==> src/rtl/spart_pkg.sv <==
// Shared SPART types and constants used by the receive and transmit stages.
package spart_pkg;

  typedef enum logic [1:0] {
    RX_IDLE,
    RX_START,
    RX_DATA,
    RX_STOP
  } rx_state_t;

  localparam logic [1:0] SPART_ADDR_DATA   = 2'b00;
  localparam logic [1:0] SPART_ADDR_STATUS = 2'b01;

  localparam int OVERSAMPLE = 16;
  localparam int DATA_BITS  = 8;

  // Baud counter values: last tick of a bit period, and mid-bit (used in START)
  localparam logic [3:0] BAUD_LAST = 4'(OVERSAMPLE - 1);
  localparam logic [3:0] BAUD_MID  = 4'(OVERSAMPLE / 2 - 1);

endpackage

==> src/rtl/sync_ff.sv <==
// Flop chain resetting to 1 for bringing an idle-high async line into clk; STAGES clocks latency.
// No flow control: samples every clock.
module sync_ff #(
  parameter int STAGES = 2
) (
  input  logic clk,
  input  logic rst_n,
  input  logic d,
  output logic q
);

  logic [STAGES-1:0] chain;

  always_ff @(posedge clk) begin
    if (!rst_n) chain <= '1;
    else        chain <= {chain[STAGES-2:0], d};
  end

  assign q = chain[STAGES-1];

endmodule

==> src/rtl/spart_rx.sv <==
// SPART receive stage: 16x-oversampled 8N1 deserializer with RDA/FERR/OVR flags on the databus.
// RDA rises the cycle after the mid-stop-bit sample; no backpressure, an unread byte is overwritten (OVR).
module spart_rx
  import spart_pkg::*;
#(
  parameter int SYNC_STAGES = 2
) (
  input  logic       clk,
  input  logic       rst_n,
  input  logic       enable,
  input  logic [1:0] addr,
  input  logic       iorw,
  input  logic       iocs,
  input  logic       RX,
  output logic [7:0] rx_out,
  output logic       RDA
);

  rx_state_t  state;
  logic       rx_s;
  logic [3:0] baud_cnt;
  logic [3:0] bit_cnt;
  logic [3:0] bit_nxt;
  logic [7:0] shift_reg;
  logic [7:0] data_reg;
  logic       ovr;
  logic       ferr;

  logic rd_data;
  logic rd_status;
  logic stop_done;
  logic load_byte;
  logic ferr_set;
  logic ovr_set;

  sync_ff #(.STAGES(SYNC_STAGES)) u_rx_sync (
    .clk   (clk),
    .rst_n (rst_n),
    .d     (RX),
    .q     (rx_s)
  );

  assign rd_data   = iocs & iorw & (addr == SPART_ADDR_DATA);
  assign rd_status = iocs & iorw & (addr == SPART_ADDR_STATUS);

  assign stop_done = (state == RX_STOP) & enable & (baud_cnt == BAUD_LAST);
  assign load_byte = stop_done & rx_s;
  assign ferr_set  = stop_done & ~rx_s;
  // A byte landing while the host is reading the previous one is not an overrun
  assign ovr_set   = load_byte & RDA & ~rd_data;
  assign bit_nxt   = bit_cnt + 4'd1;

  always_ff @(posedge clk) begin
    if (!rst_n) begin
      state     <= RX_IDLE;
      baud_cnt  <= '0;
      bit_cnt   <= '0;
      shift_reg <= '0;
      data_reg  <= '0;
      RDA       <= 1'b0;
      ovr       <= 1'b0;
      ferr      <= 1'b0;
    end else begin
      if (load_byte)    RDA <= 1'b1;
      else if (rd_data) RDA <= 1'b0;

      if (ovr_set)        ovr <= 1'b1;
      else if (rd_status) ovr <= 1'b0;

      if (ferr_set)       ferr <= 1'b1;
      else if (rd_status) ferr <= 1'b0;

      if (load_byte) data_reg <= shift_reg;

      case (state)
        RX_IDLE: begin
          if (!rx_s) begin
            state    <= RX_START;
            baud_cnt <= '0;
            bit_cnt  <= '0;
          end
        end
        RX_START: begin
          if (enable) begin
            if (baud_cnt == BAUD_MID) begin
              baud_cnt <= '0;
              state    <= rx_s ? RX_IDLE : RX_DATA;
            end else begin
              baud_cnt <= baud_cnt + 4'd1;
            end
          end
        end
        RX_DATA: begin
          if (enable) begin
            baud_cnt <= baud_cnt + 4'd1;
            if (baud_cnt == BAUD_LAST) begin
              shift_reg <= {rx_s, shift_reg[7:1]};
              bit_cnt   <= bit_nxt;
              if (bit_nxt == 4'(DATA_BITS)) state <= RX_STOP;
            end
          end
        end
        RX_STOP: begin
          if (enable) begin
            baud_cnt <= baud_cnt + 4'd1;
            if (baud_cnt == BAUD_LAST) state <= RX_IDLE;
          end
        end
        default: state <= RX_IDLE;
      endcase
    end
  end

  always_comb begin
    rx_out = 8'h00;
    case (addr)
      SPART_ADDR_DATA:   rx_out = data_reg;
      SPART_ADDR_STATUS: rx_out = {5'b0, ovr, ferr, RDA};
      default:           rx_out = 8'h00;
    endcase
  end

endmodule

==> config.mk <==
export PLATFORM = sky130hd
export DESIGN_NAME = spart_rx
export DESIGN_NICKNAME = d
export VERILOG_FILES = /design/src/rtl/spart_pkg.sv /design/src/rtl/sync_ff.sv /design/src/rtl/spart_rx.sv
export SDC_FILE = /design/constraint.sdc
export NUM_CORES = 1
export LEC_CHECK = 0
export BUFFER_PORTS_ARGS = -buffer_cell sky130_fd_sc_hd__buf_4
export CAP_MARGIN = 20
export CORE_ASPECT_RATIO = 1.25
export CORE_UTILIZATION = 30
export CTS_BUF_LIST = sky130_fd_sc_hd__clkbuf_8
export DETAILED_ROUTE_END_ITERATION = 6
export PLACE_DENSITY = 0.51
export SETUP_SLACK_MARGIN = 0.2
export SYNTH_ARGS = -nofsm -noshare
export SYNTH_HDL_FRONTEND = slang
export SYNTH_SLANG_ARGS = --single-unit
==> constraint.sdc <==
create_clock -name clk -period 2.3 [get_ports clk]
set_input_delay 0 -clock clk [delete_from_list [all_inputs] [get_ports clk]]
set_output_delay 0 -clock clk [all_outputs]
set_load 0.02 [all_outputs]
## Word-level counts from Yosys, hierarchy flattened

Cells that the tools add are included.

- Bits in registers: 31
- Input port bits: 8

- Add/subtract/negate cells: 2
- Equal/unequal tests: 16
- Muxes and demuxes: 24
- Bitwise logic cells: 11
- Reduce and logical (&&, ||, !) cells: 11

Operators by type and width:

| kind | number |
|---|---|
| 4-bit two-way mux | 6 |
| 2-bit two-way mux | 9 |
| 8-bit case mux with 2 select lines | 1 |
| 2-bit != test (second input constant) | 7 |
| 4-bit case mux with 3 select lines | 1 |
| 1-bit bitwise AND | 9 |
| 4-bit by 1-bit adder with 4-bit output (second input constant) | 2 |
| 4-bit equality test (second input constant) | 2 |
| 2-bit case mux with 4 select lines | 1 |
| 4-bit case mux with 2 select lines | 1 |
| 8-bit AND reduction | 1 |
| 2-bit nonzero test | 4 |
| 3-bit AND reduction | 2 |
| 1-bit two-way mux | 5 |
| 2-bit by 1-bit equality test with 1-bit output (second input constant) | 2 |
| 2-bit equality test (second input constant) | 2 |
| 4-bit by 3-bit equality test with 1-bit output (second input constant) | 1 |
| 2-bit logical NOT | 2 |
| 2-bit by 1-bit != test with 1-bit output (second input constant) | 2 |
| 4-bit AND reduction | 1 |
| 1-bit NOT | 2 |
| 2-bit OR reduction | 1 |

## Longest topological paths before layout

Gate-level depths: netlist (run 1).

- Depth in word-level cells: 7
- Mapped depth: 7
- Depth with buffers taken out: 5

## Modules after synthesis

From an unflattened synthesis (run 1), not the netlist that was laid out.

- Cells, all modules: 172
- Area total of the unflattened synthesis: 1437.6 um^2

By module, submodules not included:

| module | times used | cells each | area an instance (um^2) |
|---|---|---|---|
| spart_rx | 1 | 168 | 1385.1 |
| sync_ff | 1 | 4 | 52.6 |

## Worst setup path before layout (run 1)

OpenSTA, ideal clock, no wires.

- Kind: flip-flop to flip-flop
- From: register baud_cnt[0]
- To: register bit_cnt[2]
- Library setup time: 120 ps
- Data arrival time: 1618 ps
- Required time: 2180 ps
- Setup slack: 563 ps
- Stages on the path, launching flop included: 7
- Path buffers: 1
- Path through: dfxtp_1 -> ha_1 -> and3_1 -> buf_4 -> or3b_4 -> and3_1 -> o31a_1

- Longest elaborated chain between the ends: 3

RTL lines:

| item | RTL line | source |
|---|---|---|
| from (decl) | spart_rx.sv:21 | `logic [3:0] baud_cnt;` |
| from (signal assigned) | spart_rx.sv:89 | `baud_cnt <= baud_cnt + 4'd1;` |
| from (signal assigned) | spart_rx.sv:95 | `baud_cnt <= baud_cnt + 4'd1;` |
| from (signal assigned) | spart_rx.sv:105 | `baud_cnt <= baud_cnt + 4'd1;` |
| 4-bit equality test | spart_rx.sv:96 | `if (baud_cnt == BAUD_LAST) begin` |
| 2-bit != test (no source line) | - |  |
| 4-bit AND reduction (no source line) | - |  |
| to (signal assigned) | spart_rx.sv:98 | `bit_cnt <= bit_nxt;` |
| to (decl) | spart_rx.sv:22 | `logic [3:0] bit_cnt;` |

Every way passes these cells.
A chain may end at the register's enable or synchronous reset.

## Worst setup path in the final report (run 1)

Same ends and word-level chain as after synthesis.

==> results.yml, run 1 <==
outcome:
  result_of_the_run: "finished clean"
placed_design:
  port_buffers: 16
  detailed_place_hpwl_um: 1940
  routability_congestion_estimate: 0.752
  placement.cell_area_um2: 1550
grt:
  gr-total-overflow: 0
  grt_pass1_wl_um: 4490
  grt_max_degree: 43
  grt_antenna_before_repair: 0
  track_usage_pct: 11.7
  first_global_vias: 1006
final_layout:
  fillers: 476
  area_growth_pct: 17.2
  sequential_cell_area_um2: 621
  final_net_count: 194
  postLayoutCellArea_um2: 1650
  multi_input_area_um2: 722
  drive_above_1_share_pct: 13.6
  share_of_the_core_filled_with_cells_pct: 37.0
  antennaDiodeCount: 0
pwr:
  power.switching_fraction_pct: 22.0
  p_comb_share_pct: 3.9
  power_frac_seq_pct: 53.6
  pwr-share-clk_pct: 42.4
  p_int_uw: 792
  worst_ir_drop_vdd_uv: 227
  switchingPower_uw: 223
  cellLeakagePower_uw: 0.000614
  power.density_nw_per_um2: 616
synth:
  post_synth_inst_count: 172
  synth.ff_latch_count: 31
  yosys.cell_types.count: 33
  synth_area_um2: 1410
  mappedNetlistNets: 182
  postSynth.asyncResetShare_pct: 0
  yosys-top-cells-count: "sky130_fd_sc_hd__nand2_1, sky130_fd_sc_hd__dfxtp_1, sky130_fd_sc_hd__o21ai_0, sky130_fd_sc_hd__nand3_1, sky130_fd_sc_hd__a21boi_0"
  synth.most_common_cell: "sky130_fd_sc_hd__nand2_1"
  synth_edf_count: 0
  synthFlopType: "sky130_fd_sc_hd__dfxtp_1"
  seq_area_frac_synth_pct: 44.1
  yosys_warnings: 0
  netlist_top_cells_area: "sky130_fd_sc_hd__dfxtp_1, sky130_fd_sc_hd__nand2_1, sky130_fd_sc_hd__a21boi_0"
  yosys.area.top_type: "sky130_fd_sc_hd__dfxtp_1"
  synth_top_area_share_pct: 44.1
  syn_avg_cell_area_um2: 8.18
critical_path:
  regToRegSetupSlack_ns: 0.35
  slowest_cell_on_the_critical_path: "sky130_fd_sc_hd__or3b_4"
  endpoint_kind_of_the_worst_setup_timing_path: "flip-flop"
  cpPeakStageDelay_ns: 0.49
  cp_data_required_time_ns: 2.47
  critical_path.n_buffers_inverters: 0
  arrival_worst_endpoint_ns: 2.13
  ws_path_type: "flip-flop to flip-flop"
  ordered_list_of_cells_on_the_worst_path: "ha_1 -> and3_1 -> or3b_4 -> and3_1 -> o31a_1"
  critical_path.most_common_cell: "sky130_fd_sc_hd__and3_1"
  timing.critical_path.fanout_max: 13
  startpoint_kind_of_the_worst_setup_timing_path: "flip-flop"
  worst_path_dominant_cell_family: "simple AND/OR/NAND/NOR gates"
drt:
  m1WireLength_um: 1270
  drt_first_iter_violations: 54
  wl_met3_um: 114
  drtAntennaViolNets: 0
  vias_per_cell: 4.88
  vias: 1181
  wl_per_cell_um: 11.3
  finalWirelength_um: 2730
  met2RoutedLength_um: 1290
  routed.top_layer: "met4"
  drt-pass1-iter-count: 4
  drc: 0
floorplan:
  die_span_in_x_um: 63.2
  fp.dieH_um: 78.6
  initial_utilization_pct: 31.5
  rows: 27
  design.core.area_um2: 4460
  die-area_um2: 4970
  io-pin-count: 17
clocking:
  clkTransAtPathRegs_ns: 0.06
  cts_tree: "built"
  clk_path_buf_depth: 2
  cts_max_level: 2
  post-cts-setup-buffers: 0
  tritoncts.num_buffers: 5
  clock_sink_count: 31
  cts_root_buf: "sky130_fd_sc_hd__clkbuf_8"
  post_cts_resized: 0
  insertion_delay_ns: 0.28
timing:
  finalSetupViolCount: 0
  clock.fmax_mhz: 512
  finalHoldViolCount: 0
  final_period_minus_worst_setup_slack_ns: 1.95
  grt_setup_unrepaired: "no"
  slew_headroom_pct: 62.3
  clock_skew_ns: 0.00150
  pin_slew_with_the_least_headroom_to_its_limit_ns: 0.564
  timing.final.crit_share_pct: 85.0
  setup-tns-final_ns: 0
  final_max_slew_viol_count: 0
flow_run:
  timing.max_cap.violations: 0
worst_hold_path:
  hp-class: "input port to flip-flop"
==> cell families after synthesis <==
group,after synthesis,synth area share (%)
compound gates,40,19.0
fa+ha+maj,2,1.78
buf+inv,15,4.54
flops,31,44.1
mux,3,2.14
simple gates,81,28.5
==> layer usage <==
layer  vias to the layer above  GRT usage (%)
met5                         -              0
met1                       534           13.7
met3                         6           4.07
met4                         0           6.14
met2                        21           18.6
li1                        620              -
==> worst reg2reg max path: cells and delay by family, from the launching register on <==
family / cells / cell delay, ns
adders and majority gates: 1 / 0.25
and+or+nand+nor: 3 / 0.97
DFF: 1 / 0.37
AOI/OAI and AO/OA: 1 / 0.26
==> power by group through the flow <==
stage	registers [µW]	clock network [µW]	logic, µW
finish	545	431	40.0
global placement	556	0	38.2
floorplan	554	0	27.3
CTS	545	443	40.5
detailed placement	557	0	39.1
global route	545	465	44.6
==> stage by stage <==
step | std cells | setup WS, ns | hold WS, ns | total power [µW]
5_1_grt | 242 | 0.247 | 0.103 | 1050
2_1_floorplan | 172 | 0.563 | 0.0798 | 581
3_5_place_dp | 234 | 0.358 | 0.187 | 596
6_report | 242 | 0.345 | 0.0848 | 1020
3_3_place_gp | 234 | 0.407 | 0.187 | 595
4_1_cts | 242 | 0.352 | 0.0791 | 1030
==> layout by cell type, fill, tap and decap left out, types with 2 or more instances in the layout <==
cell	Yosys	routed
sky130_fd_sc_hd__nor2_1	7	7
sky130_fd_sc_hd__o211ai_1	2	2
sky130_fd_sc_hd__dfxtp_1	31	31
sky130_fd_sc_hd__and2_1	8	8
sky130_fd_sc_hd__nand2_1	34	34
sky130_fd_sc_hd__o31ai_1	2	2
sky130_fd_sc_hd__nor3b_1	2	2
sky130_fd_sc_hd__a21boi_0	11	11
sky130_fd_sc_hd__mux2i_1	3	3
sky130_fd_sc_hd__o21a_1	2	2
sky130_fd_sc_hd__clkbuf_8	0	6
sky130_fd_sc_hd__inv_1	2	2
sky130_fd_sc_hd__ha_1	2	2
sky130_fd_sc_hd__nand3_1	15	15
sky130_fd_sc_hd__o21ai_0	16	16
sky130_fd_sc_hd__nand2b_1	3	3
sky130_fd_sc_hd__and3_1	3	3
sky130_fd_sc_hd__nand4_1	3	3
sky130_fd_sc_hd__buf_4	1	17
==> area by class of cell <==
type | instances | area share [%]
inverters | 2 | 0.456
flip-flops and latches | 31 | 37.7
repair buffers | 18 | 8.35
multi-input cells | 126 | 43.8
well taps | 58 | 4.40
clock inverters | 1 | 0.304
clock buffers | 6 | 5.01
==> path summary, 6_finish.rpt <==
check / start / to / depth (start not counted)
max: baud_cnt[0]$_SDFFE_PN0P_ / bit_cnt[2]$_SDFFE_PN0P_ / 5
min: enable / baud_cnt[3]$_SDFFE_PN0P_ / 3
max reg2reg: baud_cnt[0]$_SDFFE_PN0P_ / bit_cnt[2]$_SDFFE_PN0P_ / 5
min reg2reg: u_rx_sync.chain[0]$_SDFF_PN1_ / u_rx_sync.chain[1]$_SDFF_PN1_ / 1
==> repair_timing <==
item	CTS	global route
hold endpoints to repair	1	0
setup endpoints to repair	0	0
hold buffers	1	0
Note: power is estimated with default switching activity, not from simulation.
==> run 2, diff against run 1 <==
--- a/config.mk
+++ b/config.mk
@@ -5,13 +5,14 @@
 export SDC_FILE = /design/constraint.sdc
 export NUM_CORES = 1
 export LEC_CHECK = 0
+export ABC_AREA = 1
 export BUFFER_PORTS_ARGS = -buffer_cell sky130_fd_sc_hd__buf_4
 export CAP_MARGIN = 20
 export CORE_ASPECT_RATIO = 1.25
 export CORE_UTILIZATION = 30
 export CTS_BUF_LIST = sky130_fd_sc_hd__clkbuf_8
 export DETAILED_ROUTE_END_ITERATION = 6
-export PLACE_DENSITY = 0.51
+export PLACE_DENSITY = 0.52
 export SETUP_SLACK_MARGIN = 0.2
 export SYNTH_ARGS = -nofsm -noshare
 export SYNTH_HDL_FRONTEND = slang
==> constraint.sdc (replaced) <==
create_clock -name clk -period 1.6 [get_ports clk]
set_input_delay 0 -clock clk [delete_from_list [all_inputs] [get_ports clk]]
set_output_delay 0 -clock clk [all_outputs]
set_load 0.02 [all_outputs]
==> run 2 against run 1 <==
  * Global-route usage rose by 0.88 points
  * Register-to-register slack got worse by 0.07 ns
  * Total power is 42% higher
  * Area after synthesis is 0.27% lower
  * Maximum frequency up 48%
  * Largest cell class unchanged
  * Design area grew 3.0%
==> results.yml, run 2 <==
outcome:
  result_of_the_run: "finished clean"
placed_design:
  dp_worst_setup_slack_ns: 0.109
  routability_congestion_estimate: 0.866
  detailed_place_hpwl_um: 2040
  port_buffers: 16
  placed_cells: 266
critical_path:
  arrival_worst_endpoint_ns: 1.54
  slowest_cell_on_the_critical_path: "sky130_fd_sc_hd__dfxtp_2"
  ws_path_type: "flip-flop to flip-flop"
  endpoint_kind_of_the_worst_setup_timing_path: "flip-flop"
  startpoint_kind_of_the_worst_setup_timing_path: "flip-flop"
  cpPeakStageDelay_ns: 0.37
  ordered_list_of_cells_on_the_worst_path: "ha_4 -> nand3_2 -> inv_2 -> nand2_2 -> nor2_4 -> buf_4 -> nand2_1 -> a21oi_2"
  timing.critical_path.fanout_max: 5
  cp_data_required_time_ns: 1.82
timing:
  slew_headroom_pct: 77.4
  timing.final.crit_share_pct: 82.7
  setup-tns-final_ns: 0
  clock.fmax_mhz: 756
  pin_slew_with_the_least_headroom_to_its_limit_ns: 0.337
  clock_skew_ns: 0.00426
  finalHoldViolCount: 0
  grt_setup_unrepaired: "yes"
  final_max_slew_viol_count: 0
  final_period_minus_worst_setup_slack_ns: 1.32
  finalSetupViolCount: 0
  final_worst_setup_slack_ns: 0.278
  hold_slack_ns: 0.0195
synth:
  netlist_top_cells_area: "sky130_fd_sc_hd__dfxtp_1, sky130_fd_sc_hd__nor2_1, sky130_fd_sc_hd__nand2_1"
  post_synth_inst_count: 194
  synthFlopType: "sky130_fd_sc_hd__dfxtp_1"
  yosys.cell_types.count: 27
  yosys-top-cells-count: "sky130_fd_sc_hd__nor2_1, sky130_fd_sc_hd__dfxtp_1, sky130_fd_sc_hd__nand2_1, sky130_fd_sc_hd__inv_1, sky130_fd_sc_hd__o21ai_0"
  postSynth.asyncResetShare_pct: 0
  yosys_warnings: 0
  synth_top_area_share_pct: 44.2
  syn_avg_cell_area_um2: 7.23
  synth.ff_latch_count: 31
  mappedNetlistNets: 204
  synth_edf_count: 0
  yosys.area.top_type: "sky130_fd_sc_hd__dfxtp_1"
  synth.most_common_cell: "sky130_fd_sc_hd__nor2_1"
  seq_area_frac_synth_pct: 44.2
  synth_area_um2: 1400
final_layout:
  post_route_non_filler_standard_cell_count: 276
  final_net_count: 227
  drive_above_1_share_pct: 22.5
  final_cell_mix: "sky130_fd_sc_hd__nor2_1, sky130_fd_sc_hd__nand2_1, sky130_fd_sc_hd__dfxtp_1"
  layout_commonest_cell: "sky130_fd_sc_hd__nor2_1"
  area_growth_pct: 21.1
  fillers: 495
  antennaDiodeCount: 0
drt:
  wl_per_cell_um: 9.82
  vias: 1217
  drtAntennaViolNets: 0
  finalWirelength_um: 2710
  drt_first_iter_violations: 64
  drt-pass1-iter-count: 4
  vias_per_cell: 4.41
  drc: 0
pwr:
  power.density_nw_per_um2: 851
  worst_ir_drop_vdd_uv: 338
  cellLeakagePower_uw: 0.000708
flow_run:
  timing.max_cap.violations: 0
floorplan:
  fp.dieH_um: 78.4
  initial_utilization_pct: 31.5
  io-pin-count: 17
  rows: 27
  design.core.area_um2: 4460
  die_span_in_x_um: 63.2
  die-area_um2: 4950
clocking:
  clock_sink_count: 31
  cts_root_buf: "sky130_fd_sc_hd__clkbuf_8"
  cts_tree: "built"
  insertion_delay_ns: 0.28
  cts_max_level: 2
  clkTransAtPathRegs_ns: 0.06
  tritoncts.num_buffers: 5
  clk_path_buf_depth: 2
grt:
  grt_pass1_wl_um: 4840
  grt_max_degree: 17
  grt_antenna_before_repair: 0
  track_usage_pct: 12.6
  gr-total-overflow: 0
  first_global_vias: 1146
worst_hold_path:
  hp-class: "input port to flip-flop"
[run 2: kinds of logic after synthesis]
kind of cell	after synthesis	synth area share, %
AOI/OAI and AO/OA	32	13.1
xor gates and xnor gates	1	0.625
adders and majority gates	2	1.78
buffers and inverters	27	8.83
DFF	31	44.2
and+or+nand+nor	101	31.4
[run 2: power breakdown]
part,internal [µW],switching [µW]
sequential,778,4.74
combinational,31.1,49.8
clock,297,284
total,1110,338
[run 2: cell type report]
type                       count  area, µm²  area share, %
tap                           58       72.6           4.27
multi-input combinational    136        673           39.6
clock inverter                 3       15.0          0.884
inverter                      22       82.6           4.86
timing repair buffer          21        160           9.43
clock buffer                   5       68.8           4.05
sequential                    31        626           36.8
[run 2: metal layers]
metal / GRT usage (%) / up-vias / share of wire (%) / wire length (µm)
met4: 5.58 / 0 / 1.7 / 46
met3: 4.36 / 6 / 4.5 / 122
met2: 21.1 / 22 / 49 / 1320
met1: 14.2 / 529 / 45 / 1220
met5: 0 / - / 0 / 0
li1: - / 660 / - / -
[run 2: critical path: cells and delay by family, from the launching register on]
| kind | cells | cell delay (ns) |
|---|---|---|
| compound gates | 1 | 0.11 |
| fa+ha+maj | 1 | 0.16 |
| buf+inv | 2 | 0.23 |
| flops | 1 | 0.37 |
| simple gates | 4 | 0.39 |
[run 2: final timing paths]
check | depth (start not counted) | slack [ns] | end | from
worst min-delay path | 3 | 0.02 | baud_cnt[0]$_SDFFE_PN0P_ | rst_n
worst max register to register | 8 | 0.28 | ovr$_SDFFE_PN0P_ | baud_cnt[1]$_SDFFE_PN0P_
worst min register to register | 1 | 0.42 | u_rx_sync.chain[1]$_SDFF_PN1_ | u_rx_sync.chain[0]$_SDFF_PN1_
worst max-delay path | 8 | 0.28 | ovr$_SDFFE_PN0P_ | baud_cnt[1]$_SDFFE_PN0P_
[run 2: metrics by stage]
stage	cell area, µm²	utilization (%)	power, µW
after detailed placement	1580	35.4	878
after global placement	1580	35.4	878
after global routing	1700	38.1	1510
final	1700	38.1	1440
after CTS	1690	38.0	1470
after floorplan	1400	-	850
[run 2: what timing repair did]
action                                  CTS  global route
gates cloned                              0             0
pin swaps                                 2             1
buffers inserted                          1             0
endpoints found under the setup margin   11            16
hold buffers                              1             0
resized for setup                         4             4
endpoints found under the hold margin     1             0
